`src/rtl/usi_uart_pkg.sv`:
```
// Shared UART constants and receiver state encoding.
// Also used by the matching bench-side TX model.
package usi_uart_pkg;

  localparam int OS_RATE = 16;
  localparam logic [3:0] OS_MID = 4'd7;
  localparam logic [3:0] OS_LAST = 4'd15;

  typedef enum logic [2:0] {
    ST_IDLE,
    ST_START,
    ST_DATA,
    ST_PARITY,
    ST_STOP,
    ST_BRK
  } rx_state_e;

  // a divider of 0 behaves like 1
  function automatic logic [15:0] div_reload(
    input logic [15:0] div
  );
    return (div == 16'd0) ? 16'd0 : div - 16'd1;
  endfunction

endpackage

```
`src/rtl/usi_uart_rx_if.sv`:
```
// Receive-byte handshake: master offers valid/data,
// slave answers with ready.
interface usi_uart_rx_if #(
  parameter int DATA_BITS = 8
);

  logic                 rx_valid;
  logic [DATA_BITS-1:0] rx_data;
  logic                 rx_ready;

  modport master (
    output rx_valid,
    output rx_data,
    input  rx_ready
  );

  modport slave (
    input  rx_valid,
    input  rx_data,
    output rx_ready
  );

endinterface

```
`src/rtl/usi_uart_rx_fifo.sv`:
```
// Small synchronous receive FIFO with valid/ready pop
// and a one-cycle overrun pulse when a push is dropped.
module usi_uart_rx_fifo #(
  parameter int DW    = 8,
  parameter int DEPTH = 4
) (
  input  logic          clk,
  input  logic          rst_b,
  input  logic          push,
  input  logic [DW-1:0] wdata,
  output logic          valid,
  output logic [DW-1:0] rdata,
  input  logic          ready,
  output logic          overrun
);

  localparam int AW = $clog2(DEPTH);

  logic [DW-1:0] mem [DEPTH];
  logic [AW:0]   wp;
  logic [AW:0]   rp;
  logic          empty;
  logic          full;
  logic          pop;
  logic          wr;

  assign empty = (wp == rp);
  assign full  = (wp[AW] != rp[AW]) &&
                 (wp[AW-1:0] == rp[AW-1:0]);
  assign pop   = !empty && ready;
  // a pop frees the slot the push lands in
  assign wr    = push && (!full || pop);
  assign valid = !empty;
  assign rdata = mem[rp[AW-1:0]];

  always_ff @(posedge clk or negedge rst_b) begin
    if (!rst_b) begin
      wp      <= '0;
      rp      <= '0;
      overrun <= 1'b0;
      for (int i = 0; i < DEPTH; i++) begin
        mem[i] <= '0;
      end
    end else begin
      overrun <= push && !wr;
      if (wr) begin
        mem[wp[AW-1:0]] <= wdata;
        wp <= wp + (AW+1)'(1);
      end
      if (pop) begin
        rp <= rp + (AW+1)'(1);
      end
    end
  end

endmodule

```
`src/rtl/usi_uart_rx.sv`:
```
// 16x oversampling UART receiver for the USI0 TXD pad,
// with error pulses and a small receive FIFO.
module usi_uart_rx
  import usi_uart_pkg::*;
#(
  parameter int DATA_BITS  = 8,
  parameter int PARITY_EN  = 0,
  parameter int PARITY_ODD = 0,
  parameter int FIFO_DEPTH = 4
) (
  input  logic           clk,
  input  logic           rst_b,
  input  logic           en,
  input  logic [15:0]    baud_div,
  input  logic           rxd,
  usi_uart_rx_if.master  rx,
  output logic           frame_err,
  output logic           par_err,
  output logic           overrun,
  output logic           busy
);

  localparam int OSW = $clog2(OS_RATE);
  localparam logic [3:0] LAST_BIT =
    4'(DATA_BITS - 1);

  logic [1:0]           sync_q;
  logic                 rxd_s;
  logic                 rxd_d;
  logic [1:0]           warm;
  logic                 armed;
  logic                 fall;
  logic [15:0]          div_cnt;
  logic                 tick;
  rx_state_e            state;
  logic [OSW-1:0]       os_cnt;
  logic [3:0]           bit_cnt;
  logic [DATA_BITS-1:0] shreg;
  logic                 par_bad;
  logic                 sample_last;
  logic                 push;

  assign rxd_s = sync_q[1];
  // a line already low out of reset must not start a frame
  assign fall  = armed && rxd_d && !rxd_s;

  always_ff @(posedge clk or negedge rst_b) begin
    if (!rst_b) begin
      sync_q <= 2'b11;
      rxd_d  <= 1'b1;
      warm   <= 2'b00;
      armed  <= 1'b0;
    end else begin
      sync_q <= {sync_q[0], rxd};
      rxd_d  <= rxd_s;
      warm   <= {warm[0], 1'b1};
      if (warm[1] && rxd_s) begin
        armed <= 1'b1;
      end
    end
  end

  assign tick = en && (div_cnt == 16'd0);

  always_ff @(posedge clk or negedge rst_b) begin
    if (!rst_b) begin
      div_cnt <= 16'd0;
    end else if (!en || div_cnt == 16'd0) begin
      div_cnt <= div_reload(baud_div);
    end else begin
      div_cnt <= div_cnt - 16'd1;
    end
  end

  assign sample_last = tick && (os_cnt == OS_LAST);
  assign push = (state == ST_STOP) && sample_last &&
                rxd_s && !par_bad;
  assign busy = (state != ST_IDLE);

  always_ff @(posedge clk or negedge rst_b) begin
    if (!rst_b) begin
      state     <= ST_IDLE;
      os_cnt    <= '0;
      bit_cnt   <= '0;
      shreg     <= '0;
      par_bad   <= 1'b0;
      frame_err <= 1'b0;
      par_err   <= 1'b0;
    end else begin
      frame_err <= 1'b0;
      par_err   <= 1'b0;
      if (tick) begin
        os_cnt <= os_cnt + OSW'(1);
      end
      if (!en) begin
        state  <= ST_IDLE;
        os_cnt <= '0;
      end else begin
        unique case (state)
          ST_IDLE: begin
            os_cnt <= '0;
            if (fall) begin
              state   <= ST_START;
              bit_cnt <= '0;
              par_bad <= 1'b0;
            end
          end
          ST_START: begin
            if (tick && os_cnt == OS_MID) begin
              os_cnt <= '0;
              state  <= rxd_s ? ST_IDLE : ST_DATA;
            end
          end
          ST_DATA: begin
            if (sample_last) begin
              os_cnt <= '0;
              shreg  <= {rxd_s,
                         shreg[DATA_BITS-1:1]};
              if (bit_cnt == LAST_BIT) begin
                bit_cnt <= '0;
                state   <= (PARITY_EN != 0) ?
                           ST_PARITY : ST_STOP;
              end else begin
                bit_cnt <= bit_cnt + 4'd1;
              end
            end
          end
          ST_PARITY: begin
            if (sample_last) begin
              os_cnt  <= '0;
              par_bad <= ((^shreg) ^ rxd_s) !=
                         (PARITY_ODD != 0);
              state   <= ST_STOP;
            end
          end
          ST_STOP: begin
            if (sample_last) begin
              os_cnt  <= '0;
              par_err <= par_bad;
              if (rxd_s) begin
                state <= ST_IDLE;
              end else begin
                frame_err <= 1'b1;
                state     <= ST_BRK;
              end
            end
          end
          ST_BRK: begin
            if (rxd_s) begin
              os_cnt <= '0;
              state  <= ST_IDLE;
            end
          end
          default: begin
            os_cnt <= '0;
            state  <= ST_IDLE;
          end
        endcase
      end
    end
  end

  usi_uart_rx_fifo #(
    .DW    (DATA_BITS),
    .DEPTH (FIFO_DEPTH)
  ) u_fifo (
    .clk     (clk),
    .rst_b   (rst_b),
    .push    (push),
    .wdata   (shreg),
    .valid   (rx.rx_valid),
    .rdata   (rx.rx_data),
    .ready   (rx.rx_ready),
    .overrun (overrun)
  );

endmodule

```
`src/flat_wrapper.sv`:
```
// flat-port wrapper written by rule: the top's interface ports become plain ports
module usi_uart_rx_flat import usi_uart_pkg::*;
#(
  parameter int DATA_BITS  = 8,
  parameter int PARITY_EN  = 0,
  parameter int PARITY_ODD = 0,
  parameter int FIFO_DEPTH = 4
)
  (clk, rst_b, en, baud_div, rxd, frame_err, par_err, overrun, busy, rx_rx_valid, rx_rx_data, rx_rx_ready);
  usi_uart_rx_if #(.DATA_BITS(DATA_BITS)) rx_i ();
  input  logic clk;
  input  logic rst_b;
  input  logic en;
  input  logic [15:0] baud_div;
  input  logic rxd;
  output logic frame_err;
  output logic par_err;
  output logic overrun;
  output logic busy;
  output wire logic [$bits(rx_i.rx_valid)-1:0] rx_rx_valid;
  output wire logic [$bits(rx_i.rx_data)-1:0] rx_rx_data;
  input wire logic [$bits(rx_i.rx_ready)-1:0] rx_rx_ready;
  assign rx_rx_valid = rx_i.rx_valid;
  assign rx_rx_data = rx_i.rx_data;
  assign rx_i.rx_ready = rx_rx_ready;
  usi_uart_rx #(.DATA_BITS(DATA_BITS), .PARITY_EN(PARITY_EN), .PARITY_ODD(PARITY_ODD), .FIFO_DEPTH(FIFO_DEPTH)) u_core (.clk(clk), .rst_b(rst_b), .en(en), .baud_div(baud_div), .rxd(rxd), .rx(rx_i), .frame_err(frame_err), .par_err(par_err), .overrun(overrun), .busy(busy));
endmodule
```
`config.mk`:
```
export PLATFORM = sky130hd
export DESIGN_NAME = usi_uart_rx_flat
export DESIGN_NICKNAME = d
export VERILOG_FILES = /design/src/rtl/usi_uart_pkg.sv /design/src/rtl/usi_uart_rx_if.sv /design/src/rtl/usi_uart_rx_fifo.sv /design/src/rtl/usi_uart_rx.sv /design/src/flat_wrapper.sv
export SDC_FILE = /design/constraint.sdc
export NUM_CORES = 1
export LEC_CHECK = 0
export CAP_MARGIN = 0
export CORE_MARGIN = 2
export CORE_UTILIZATION = 30
export DETAILED_ROUTE_END_ITERATION = 10
export PLACE_DENSITY = 0.47
export REMOVE_ABC_BUFFERS = 1
export SLEW_MARGIN = 20
export SYNTH_ARGS = -nofsm -noshare
export SYNTH_HDL_FRONTEND = slang
export SYNTH_SLANG_ARGS = --single-unit
```
`constraint.sdc`:
```
create_clock -name clk -period 2 [get_ports clk]
set_input_delay 0.2 -clock clk [delete_from_list [all_inputs] [get_ports clk]]
set_output_delay 0.2 -clock clk [all_outputs]
set_load 0.02 [all_outputs]
```
==> results of run 1 <==
## layout make-up
type	count	area, um^2	share of cell area (%)
Tap cell	184	230	3.80
Clock buffer	13	270	4.46
Multi-Input combinational cell	274	2480	40.9
Clock inverter	3	68.8	1.14
Inverter	7	26.3	0.434
Timing Repair Buffer	102	906	14.9
Sequential cell	83	2080	34.4
## flip-flops by register name, summed over array words and instances, names as in the netlist, 2 cells and up
| register | cells |
|---|---|
| u_core.shreg | 8 |
| u_core.bit_cnt | 4 |
| u_core.u_fifo.rp | 3 |
| u_core.sync_q | 2 |
| u_core.warm | 2 |
| u_core.div_cnt | 16 |
| u_core.u_fifo.wp | 3 |
| u_core.u_fifo.mem | 32 |
| u_core.state | 3 |
| u_core.os_cnt | 4 |
## logic make-up (layout without fill, tap and decap cells)
logic type	count (synthesis)	count (layout)	share of synthesized area, %
adders and majority gates	11	11	3.09
and+or+nand+nor	120	120	16.5
DFF	83	83	46.7
other	1	1	0.0841
AOI/OAI and AO/OA	46	46	7.05
buffers and inverters	20	125	2.05
muxes	51	51	15.7
xor gates and xnor gates	45	45	8.84
## critical path, stage by stage, from the launching register on
cell and delay (ns):
dfrtp_1 0.39, inv_2 0.09, ha_4 0.12, nor4b_4 0.27
nand4_4 0.21, nor4b_4 0.27, buf_6 0.20, nand2_8 0.10
mux2_4 0.31
## cell usage after synthesis, drive strengths merged (7+ instances only)
cell,number
clkbuf,7
dfrtp,80
ha,11
inv,7
mux2,42
mux4,8
nand2,22
nand3,12
nor2,28
nor3,14
nor4,8
o21ai,9
o22ai,16
xnor2,34
xor2,11
## timing repair
| action | in CTS | in global routing |
|---|---|---|
| pin swaps | 6 | 9 |
| buffers inserted | 6 | 0 |
| hold buffers | 1 | 0 |
| hold endpoints to repair | 49 | 0 |
| resized for setup | 36 | 31 |
| setup endpoints to repair | 78 | 79 |
## metal layers
layer	part of all wire [%]	GRT usage, %	up-vias
met3	3.0	2.29	13
met1	47	17.2	1559
met4	2.1	6.40	0
li1	-	-	1576
met5	0	0	-
met2	48	21.7	55
## cells in the final DEF (no fill, tap or decap), drive strengths merged, types with 3 or more instances in the layout
cell and count:
a21oi 4, buf 69, clkbuf 15, clkdlybuf4s15 4
clkdlybuf4s50 22, dfrtp 80, dfstp 3, dlygate4sd2 3
ha 11, inv 7, mux2 42, mux4 8
nand2 22, nand2b 3, nand3 12, nand3b 4
nand4 3, nor2 28, nor2b 3, nor3 14
nor3b 4, nor4 8, nor4b 4, o21ai 9
o22ai 16, or4 6, xnor2 34, xor2 11
## worst min path at each step
stage / start / to / slack, ns / cells after the start
detailed placement: rst_b / u_core.bit_cnt[3]$_DFFE_PN0P_ / 0.30 / 1
floorplan: rst_b / u_core.armed$_DFFE_PN0P_ / -0.1 / 0
CTS: rxd / u_core.sync_q[0]$_DFF_PN1_ / 0.26 / 1
global placement: rst_b / u_core.bit_cnt[2]$_DFFE_PN0P_ / 0.30 / 1
finish: rxd / u_core.sync_q[0]$_DFF_PN1_ / 0.27 / 1
global route: rxd / u_core.sync_q[0]$_DFF_PN1_ / 0.27 / 1
## power by group through the flow
stage                     logic [uW]  registers [uW]  clock network, uW
after floorplan                  426            1940                  0
after global placement           917            1880                  0
after detailed placement         920            1880                  0
after CTS                        946            1850               1930
after global routing            1040            1860               2010
final                            937            1850               1860
## per-stage QoR
step	TNS (ns)	area, um^2	hold WS [ns]
after floorplan	-15.78	4390	-0.0956
after global placement	-7.31	5470	0.300
after detailed placement	-10.64	5470	0.305
after CTS	-2.96	5960	0.255
after global routing	-9.48	6060	0.268
final	-2.17	6060	0.267
==> results.md, run 1 <==
- GPL Wtd Cong: ~0.80
- Max Clk Rate: between 400 and 500 MHz
- Layout cells sized above 1: about a third
- Tmin final: between 2 and 2.5 ns
- Initial Util: between 30% and 40%
- Clock network power share: 40.0%
- GRT overflow: 0
- Req. time, crit path: 2.23 ns
- Top Ports: 34
- Sw frac: around 26%
- R2r startpoint: u_core.div_cnt[1]$_DFF_PN0_
- Syn avg cell area: between 10 and 15 um^2
- VDD IR max: just over 400 uV
- Final cycle utilization of the critical path: 104%
- Syn Inst Count: about 380
- Vias per inst: 4.81
- R2R cell count: 8
- CTS clk-pin slew, worst paths: around 0.060 ns
- # setup viols final: 33
- Worst Setup SP: u_core.div_cnt[1]$_DFF_PN0_
- Status: finished with violations
- Clock network latency to the later pin of the worst-skew pair: between 0.3 and 0.4 ns
- Post-Route WL: around 9800 um
- Flop-to-flop setup slack: -0.09 ns
- DIE WIDTH: roughly 130 um
- Clock sinks: just over 80
- Arr. time, crit path: roughly 2.3 ns
- Failing checks: setup timing
- Clk root buf: clkbuf_16
- WS Path Type: reg2reg
- Ys flop type: dfrtp_1
- Final HPWL DP: between 6000 and 7000 um
- Pre-CTS setup slack: -0.209 ns
- Top cell type by total area after synthesis: dfrtp_1
- First-pass GRT wire length: around 17000 um
- FILL cells: between 1000 and 1500
- Number of synthesized flops with an enable pin: 0
- Clk_skew: around 0.0053 ns
- CP Max Fanout: 8
- CTS Buffer Depth: 2
- Synth async-reset ratio: 100%
- Initial DRC count: 121
- WL/cell: between 10 and 15 um
- Seq/Total Area, Yosys: a little under half
- I/O Buffers: 33
- GRT Total Usage: a little over an eighth
- RSZ-0062 raised after global routing: yes
- Max cap viols: 0
- Initial antenna violation count: 0
- Antenna Violating Nets Remaining: 0
- Leak: between 0.002 and 0.003 uW
- Worst Tran Pin Value: 0.702 ns
- Min-Delay Path Class: in2reg
- Crit start category: flop
- Final core occ: between 40% and 50%
- Synth top area share: about 45%
- Largest net degree at the start of global routing: 54
- Combinational Power Share: 20.1%
- N_diodes: 0
- Final Instance Count excl. Fillers: between 600 and 700
- CTS tree: yes
- Die Area: ~16000 um^2
- Fin worst setup slack: -0.0884 ns
- Initial DRT Pass Iterations: 4
- Die Y: approximately 130 um
- Part of the power in registers: 39.8%
- Distinct cells, synth: 53
- Crit path capture type: flop
- FF-to-FF End: u_core.u_fifo.mem[26]$_DFFE_PN0P_
- Drt drc: 0
- Flops & latches, synth: 83
- Pwr Total: about 4600 uW
- Cell Count Post-Placement: between 600 and 700
- TritonCTS Buffers: 9
- Pwr/cell area: about 770 nW/um^2
- Fin. max-slew vios: 0
- Final #Nets: between 500 and 600
- Final hold vios: 0
- Via Count: 3203
- Core area: roughly 15000 um^2
- Vias in the first global route: approximately 3400
- P_int: roughly 3500 uW
- Mapped cell area: around 4500 um^2
- FP Rows: 44
- Max_slew headroom: between 50% and 60%
- Ys Warns: 0
- Area Overhead vs Synth: 36.0%
- Switch Pwr: 1200 uW
- H-tree depth: 3
- Worst setup path endpoint: u_core.u_fifo.mem[26]$_DFFE_PN0P_
- Synth area leaders: dfrtp_1 45%, mux2_2 8.1%, xnor2_1 6.7%
Power figures use the tool's default switching activity.
==> run 2: changes to the inputs <==
ABC_AREA = 1   (was not set)
CORE_ASPECT_RATIO = 0.9   (was not set)
==> run 2 against run 1 <==
- the run now ends clean
- register-to-register slack improved by 0.20 ns
- global-route usage grew 0.43 points
- hold slack is essentially flat
- first-iteration DRC count is 50% higher
- clock power down 14%
==> results.md, run 2 <==
- Status: complete, no violations
- Antenna Violating Nets Remaining: 0 (unchanged)
- WS Path Type: reg2reg
- Syn avg cell area: 8.29 um^2 (-30%)
- Pre-CTS setup slack: 0.0438 ns (+0.253 ns)
- Seq/Total Area, Yosys: 45.7% (-0.99 points)
- CTS tree: yes
- Die Area: 16200 um^2 (+2.1%)
- Synth area leaders: dfrtp_1 44%, nand2_1 10%, nor2_1 5.7%
- Worst Setup SP: u_core.div_cnt[10]$_DFF_PN0_
- Max cap viols: 0 (unchanged)
- Min-Delay Path Class: in2reg
- Pwr/cell area: 914 nW/um^2 (+19%)
- Final HPWL DP: 7490 um (+7.5%)
- Largest register FFs: 32 (unchanged)
- Crit path capture type: flop
- R2r startpoint: u_core.div_cnt[10]$_DFF_PN0_
- Distinct cells, synth: 35 (-34%)
- FILL cells: 1490 (+5.1%)
- FP Rows: 42 (-4.5%)
- DIE WIDTH: 134 um (+6.3%)
- CTS clk-pin slew, worst paths: 0.06 ns (about the same)
- Layout cells sized above 1: 13.7% (-21 points)
- Fin worst setup slack: 0.111 ns (+0.200 ns)
- Syn Inst Count: 549 (+46%)
- Die Y: 121 um (-4.0%)
- Synth top area share: 44.0% (-0.95 points)
- Via Count: 3687 (+15%)
- First-pass GRT wire length: 17800 um (+6.0%)
- Crit start category: flop
- Initial antenna violation count: 0 (unchanged)
- GRT Total Usage: 13.7% (+0.43 points)
- WL/cell: 12.7 um (-14%)
- N_diodes: 0 (unchanged)
- Vias per inst: 4.54 (-5.6%)
- Post-Route WL: 10300 um (+4.4%)
- Number of synthesized flops with an enable pin: 0 (unchanged)
- Setup TNS: 0 ns (+2.17 ns)
- Drt drc: 0 (unchanged)
- VDD IR max: 537 uV (+29%)
- Initial Util: 30.8% (+0.17 points)
- Largest net degree at the start of global routing: 39 (-28%)
- Most frequent cells in the layout: 126 x nand2_1, 79 x dfrtp_1, 65 x nor2_1, 46 x inv_1, 43 x o21ai_0
- GPL Wtd Cong: 0.864 (+8.7%)
- Clk root buf: clkbuf_16
- Synth async-reset ratio: 100% (unchanged)
- Mapped cell area: 4550 um^2 (+2.2%)
- Pwr Total: 5130 uW (+10%)
- Clk_skew: 0.00878 ns (+0.00351 ns)
- Req. time, crit path: 2.22 ns (about the same)
- Ys flop type: dfrtp_1
- Synth cell count leaders: 127 x nand2_1, 80 x dfrtp_1, 69 x nor2_1
- Hold Startpoint: rxd
- Biggest register: u_core.u_fifo.mem
- Final hold vios: 0 (unchanged)
- Flops & latches, synth: 83 (unchanged)
- Clock sinks: 83 (unchanged)
- Clock network latency to the later pin of the worst-skew pair: 0.34 ns (about the same)
- Ys Warns: 0 (unchanged)
- Cell Count Post-Placement: 790 (+23%)
- Top Ports: 34 (unchanged)
- Commonest non-fill, non-tap cell in the layout: nand2_1
- Core area: 14800 um^2 (+1.6%)
- Arr. time, crit path: 2.11 ns (-0.21 ns)
- Top cell type by total area after synthesis: dfrtp_1
- H-tree depth: 3 (unchanged)
- Fin. max-slew vios: 0 (unchanged)
- Top-count cell post-synth: nand2_1
- CP Max Fanout: 17 (+9)
- Initial DRC count: 182 (+50%)
- Leak: 0.00249 uW (-5.4%)
- Final core occ: 38.0% (-3.7 points)
- Final #Nets: 641 (+26%)
- I/O Buffers: 33 (unchanged)
- Final cycle utilization of the critical path: 94.4% (-10 points)
- Final Instance Count excl. Fillers: 812 (+22%)
- Initial DRT Pass Iterations: 4 (unchanged)
- Vias in the first global route: 3666 (+7.3%)
- GRT overflow: 0 (unchanged)
- Max Clk Rate: 529 MHz (+11%)
- Tmin final: 1.89 ns (-0.200 ns)
- Biggest regs: u_core.u_fifo.mem (32), u_core.div_cnt (16), u_core.shreg (8)
- CTS Buffer Depth: 2 (unchanged)
- TritonCTS Buffers: 9 (unchanged)
- # setup viols final: 0 (-100%)
- Area Overhead vs Synth: 23.2%
-- run 2: cell types whose count changed after synthesis, sizes merged, moves of 10 or more --
| cell | delta |
|---|---|
| nor2 | +50 |
| nor3 | -11 |
| o21ai | +70 |
| inv | +41 |
| nand4 | +11 |
| xnor2 | -19 |
| xor2 | +10 |
| mux2 | -42 |
| nand2 | +110 |
-- run 2: final cells by class --
| type | count | area [um^2] | area share [%] |
|---|---|---|---|
| Sequential cell | 83 | 2080 | 37.1 |
| Inverter | 50 | 188 | 3.35 |
| Tap cell | 198 | 248 | 4.42 |
| Clock buffer | 10 | 239 | 4.26 |
| Clock inverter | 6 | 47.5 | 0.848 |
| Multi-Input combinational cell | 406 | 2250 | 40.2 |
| Timing Repair Buffer | 59 | 551 | 9.82 |
-- run 2: report_power, final --
group          total (uW)  switching (uW)  internal, uW
logic                1610            1000           606
registers            1920             120          1800
clock network        1600             710           891
-- run 2: layer usage --
layer	part of all wire, %	global-route usage, %
met4	1.1	4.99
met1	53	19.3
met2	43	20.4
met5	0	0
met3	3.4	3.38
-- run 2: timing repair --
item / CTS / global route
pin swaps: 0 / 5
endpoints found under the setup margin: 10 / 39
buffers inserted: 0 / 4
cloned: 0 / 1
gates resized for setup: 11 / 9
hold endpoints to repair: 30 / 0
hold buffers: 1 / 0
-- run 2: through the flow --
step,hold WS (ns),instance area [um^2]
after floorplan,-0.0956,4480
after global placement,0.179,5220
after detailed placement,0.180,5220
after CTS,0.252,5510
after global routing,0.260,5610
final,0.267,5610
-- run 2: cell families after synthesis --
group                    after synthesis  share of synthesized area [%]
AO/OA/AOI/OAI                        106                           13.1
flip-flops                            83                           45.7
adder cells (fa/ha/maj)               11                           3.02
XOR/XNOR                              36                           6.93
AND/OR/NAND/NOR                      251                           25.3
other                                  1                         0.0824
buffers and inverters                 61                           5.83
-- run 2: critical path: stages (launching register included) --
cell and delay, ns:
dfrtp_1 0.39, nor2_1 0.20, nand2_1 0.14, nor2_4 0.18, nand4_4 0.14, nor2_8 0.19
buf_12 0.13, nand4_4 0.10, buf_12 0.17, nand2_1 0.07, o21ai_2 0.05
-- run 2: final timing paths --
path / end / slack (ns) / cells past startpoint
setup / recovery: u_core.u_fifo.mem[0]$_DFFE_PN0P_ / 0.11 / 10
hold / removal: u_core.sync_q[0]$_DFF_PN1_ / 0.27 / 1
setup reg to reg: u_core.u_fifo.mem[0]$_DFFE_PN0P_ / 0.11 / 10
hold reg to reg: u_core.warm[1]$_DFF_PN0_ / 0.35 / 0
max in group asynchronous: u_core.sync_q[1]$_DFF_PN1_ / 1.02 / 3
min in group asynchronous: u_core.u_fifo.mem[21]$_DFFE_PN0P_ / 0.35 / 2
==> run 3: changes to the inputs <==
CORE_UTILIZATION = 48   (was 30)
PLACE_DENSITY = 0.69   (was 0.47)
==> run 3 against run 2 <==
- sequential power barely moved
- die area down 36%
- sequential share of layout area is 1.7 points higher
- largest cell class unchanged
- global-route usage rose by 5.5 points
==> results.md, run 3 (synthesized netlist as in run 2, its figures left out) <==
- Status: complete, no violations
- Leak: 0.00243 uW (-2.6%)
- TritonCTS Buffers: 9 (unchanged)
- Crit path capture type: output port
- GPL Wtd Cong: 0.905 (+4.7%)
- First-pass GRT wire length: 15600 um (-12%)
- Final HPWL DP: 6890 um (-8.1%)
- Pwr Total: 4910 uW (-4.2%)
- Clock network power share: 29.5% (-1.7 points)
- CTS clk-pin slew, worst paths: 0.08 ns (+0.02 ns)
- Min Hold Slack: 0.267 ns (-0.000319 ns)
- Part of the power in registers: 39.4% (+2.0 points)
- GRT Total Usage: 19.2% (+5.5 points)
- Clock sinks: 83 (unchanged)
- Largest net degree at the start of global routing: 50 (+28%)
- Req. time, crit path: 1.80 ns (-0.42 ns)
- Max cap viols: 0 (unchanged)
- Final #Nets: 631 (-1.6%)
- Layout cells sized above 1: 11.6% (-2.1 points)
- Setup TNS: 0 ns (unchanged)
- Met2 WL: 4180 um (-4.9%)
- Post-Route WL: 9070 um (-12%)
- Arr. time, crit path: 1.67 ns (-0.44 ns)
- Core area: 9170 um^2 (-38%)
- Min-Delay Path Class: in2reg
- Final cycle utilization of the critical path: 93.7% (-0.70 points)
- H-tree depth: 3 (unchanged)
- Top Ports: 34 (unchanged)
- Initial DRT Pass Iterations: 4 (unchanged)
- Clk_skew: 0.00961 ns (+0.000835 ns)
- Metal3 WL: 331 um (-6.0%)
- I/O Buffers: 33 (unchanged)
- Tmin final: 1.87 ns (-0.0140 ns)
- Vias in the first global route: 3421 (-6.7%)
- Combinational Power Share: 31.2% (-0.2 points)
- Largest register FFs: 32 (unchanged)
- FILL cells: 845 (-43%)
- Biggest register: u_core.u_fifo.mem
- FP Rows: 33 (-21%)
- Clock network latency to the later pin of the worst-skew pair: 0.35 ns (about the same)
- Area Overhead vs Synth: 17.8%
- N_diodes: 0 (unchanged)
- Switch Pwr: 1650 uW (-10%)
- RSZ-0062 raised after global routing: yes
- Pre-CTS setup slack: 0.0967 ns (+0.0530 ns)
- DIE WIDTH: 107 um (-20%)
- Max Clk Rate: 533 MHz (+0.75%)
- # setup viols final: 0 (unchanged)
- Biggest regs: u_core.u_fifo.mem (32), u_core.div_cnt (16), u_core.shreg (8)
- P_int: 3260 uW (-1.0%)
- Uppermost layer routed: met4
- WS Path Type: reg2out
- Fin. max-slew vios: 0 (unchanged)
- Most frequent cells in the layout: 126 x nand2_1, 78 x dfrtp_1, 67 x nor2_1, 47 x inv_1, 43 x o21ai_0
- WL/cell: 12.5 um (-1.3%)
- DRT met1 WL: 4460 um (-18%)
- Crit start category: flop
- Die Y: 96.4 um (-20%)
- CP Max Fanout: 11 (-6)
- Drt drc: 0 (unchanged)
- Clk root buf: clkbuf_8
- Sw frac: 33.6% (-2.2 points)
- Vias per inst: 5.02 (+11%)
- Initial DRC count: 169 (-7.1%)
- Pwr/cell area: 915 nW/um^2 (+0.15%)
- Fin worst setup slack: 0.125 ns (+0.0140 ns)
- Commonest non-fill, non-tap cell in the layout: nand2_1
- Die Area: 10300 um^2 (-36%)
- Antenna Violating Nets Remaining: 0 (unchanged)
- CTS tree: yes
- Final hold vios: 0 (unchanged)
- Via Count: 3645 (-1.1%)
- Initial antenna violation count: 0 (unchanged)
- CTS Buffer Depth: 2 (unchanged)
- Initial Util: 49.7% (+19 points)
- VDD IR max: 420 uV (-22%)
- GRT overflow: 0 (unchanged)
## run 3: power by group through the flow
stage	combinational, uW	clock (uW)	sequential [uW]
CTS	1530	1490	1930
global route	1720	1560	1950
floorplan	978	0	1940
global placement	1590	0	1950
detailed placement	1620	0	1960
finish	1530	1450	1930
## run 3: metal layers
metal | global-route usage [%] | vias up
met5 | 0 | -
met4 | 5.41 | 0
met3 | 3.82 | 8
met2 | 32.6 | 67
met1 | 25.4 | 1676
li1 | - | 1894
## run 3: worst paths after layout
check                                                     start                           endpoint  slack (ns)  cells after the start
max in group asynchronous                                 rst_b        u_core.shreg[5]$_DFFE_PN0P_        1.04                      3
min in group asynchronous                                 rst_b  u_core.u_fifo.mem[25]$_DFFE_PN0P_        0.35                      2
worst min-delay path                                        rxd         u_core.sync_q[0]$_DFF_PN1_        0.27                      1
worst max-delay path            u_core.u_fifo.rp[0]$_DFFE_PN0P_                      rx_rx_data[4]        0.13                      5
worst max register to register      u_core.div_cnt[1]$_DFF_PN0_  u_core.u_fifo.mem[30]$_DFFE_PN0P_        0.15                      9
worst min register to register         u_core.warm[0]$_DFF_PN0_           u_core.warm[1]$_DFF_PN0_        0.36                      0
## run 3: timing repair
action                                  4_1_cts  5_1_grt
gates cloned                                  0        0
endpoints found under the hold margin        31        0
buffers inserted                              0        1
endpoints found under the setup margin        9       21
pin swaps                                     0        2
resized for setup                            11        6
hold buffers                                  1        0
## run 3: layout make-up
cell class | count | area (um^2) | area share (%)
inverters | 50 | 190 | 3.55
flip-flops and latches | 83 | 2080 | 38.8
clock buffers | 12 | 145 | 2.71
clock inverters | 4 | 98.8 | 1.84
well taps | 122 | 153 | 2.85
multi-input cells | 405 | 2220 | 41.4
repair buffers | 50 | 474 | 8.84
## run 3: metrics by stage
| step | std cells | instance area [um^2] | utilization (%) |
|---|---|---|---|
| finish | 726 | 5360 | 58.5 |
| global placement | 708 | 5080 | 55.4 |
| global route | 726 | 5360 | 58.5 |
| CTS | 725 | 5330 | 58.1 |
| detailed placement | 708 | 5080 | 55.4 |
| floorplan | 538 | 4480 | - |
## run 3: worst max-delay path: stages (launching register included)
cell and delay, ns:
dfrtp_2 0.46, inv_1 0.09, buf_4 0.18, nor2_1 0.05, o22ai_1 0.19, dlygate4sd2_1 0.36
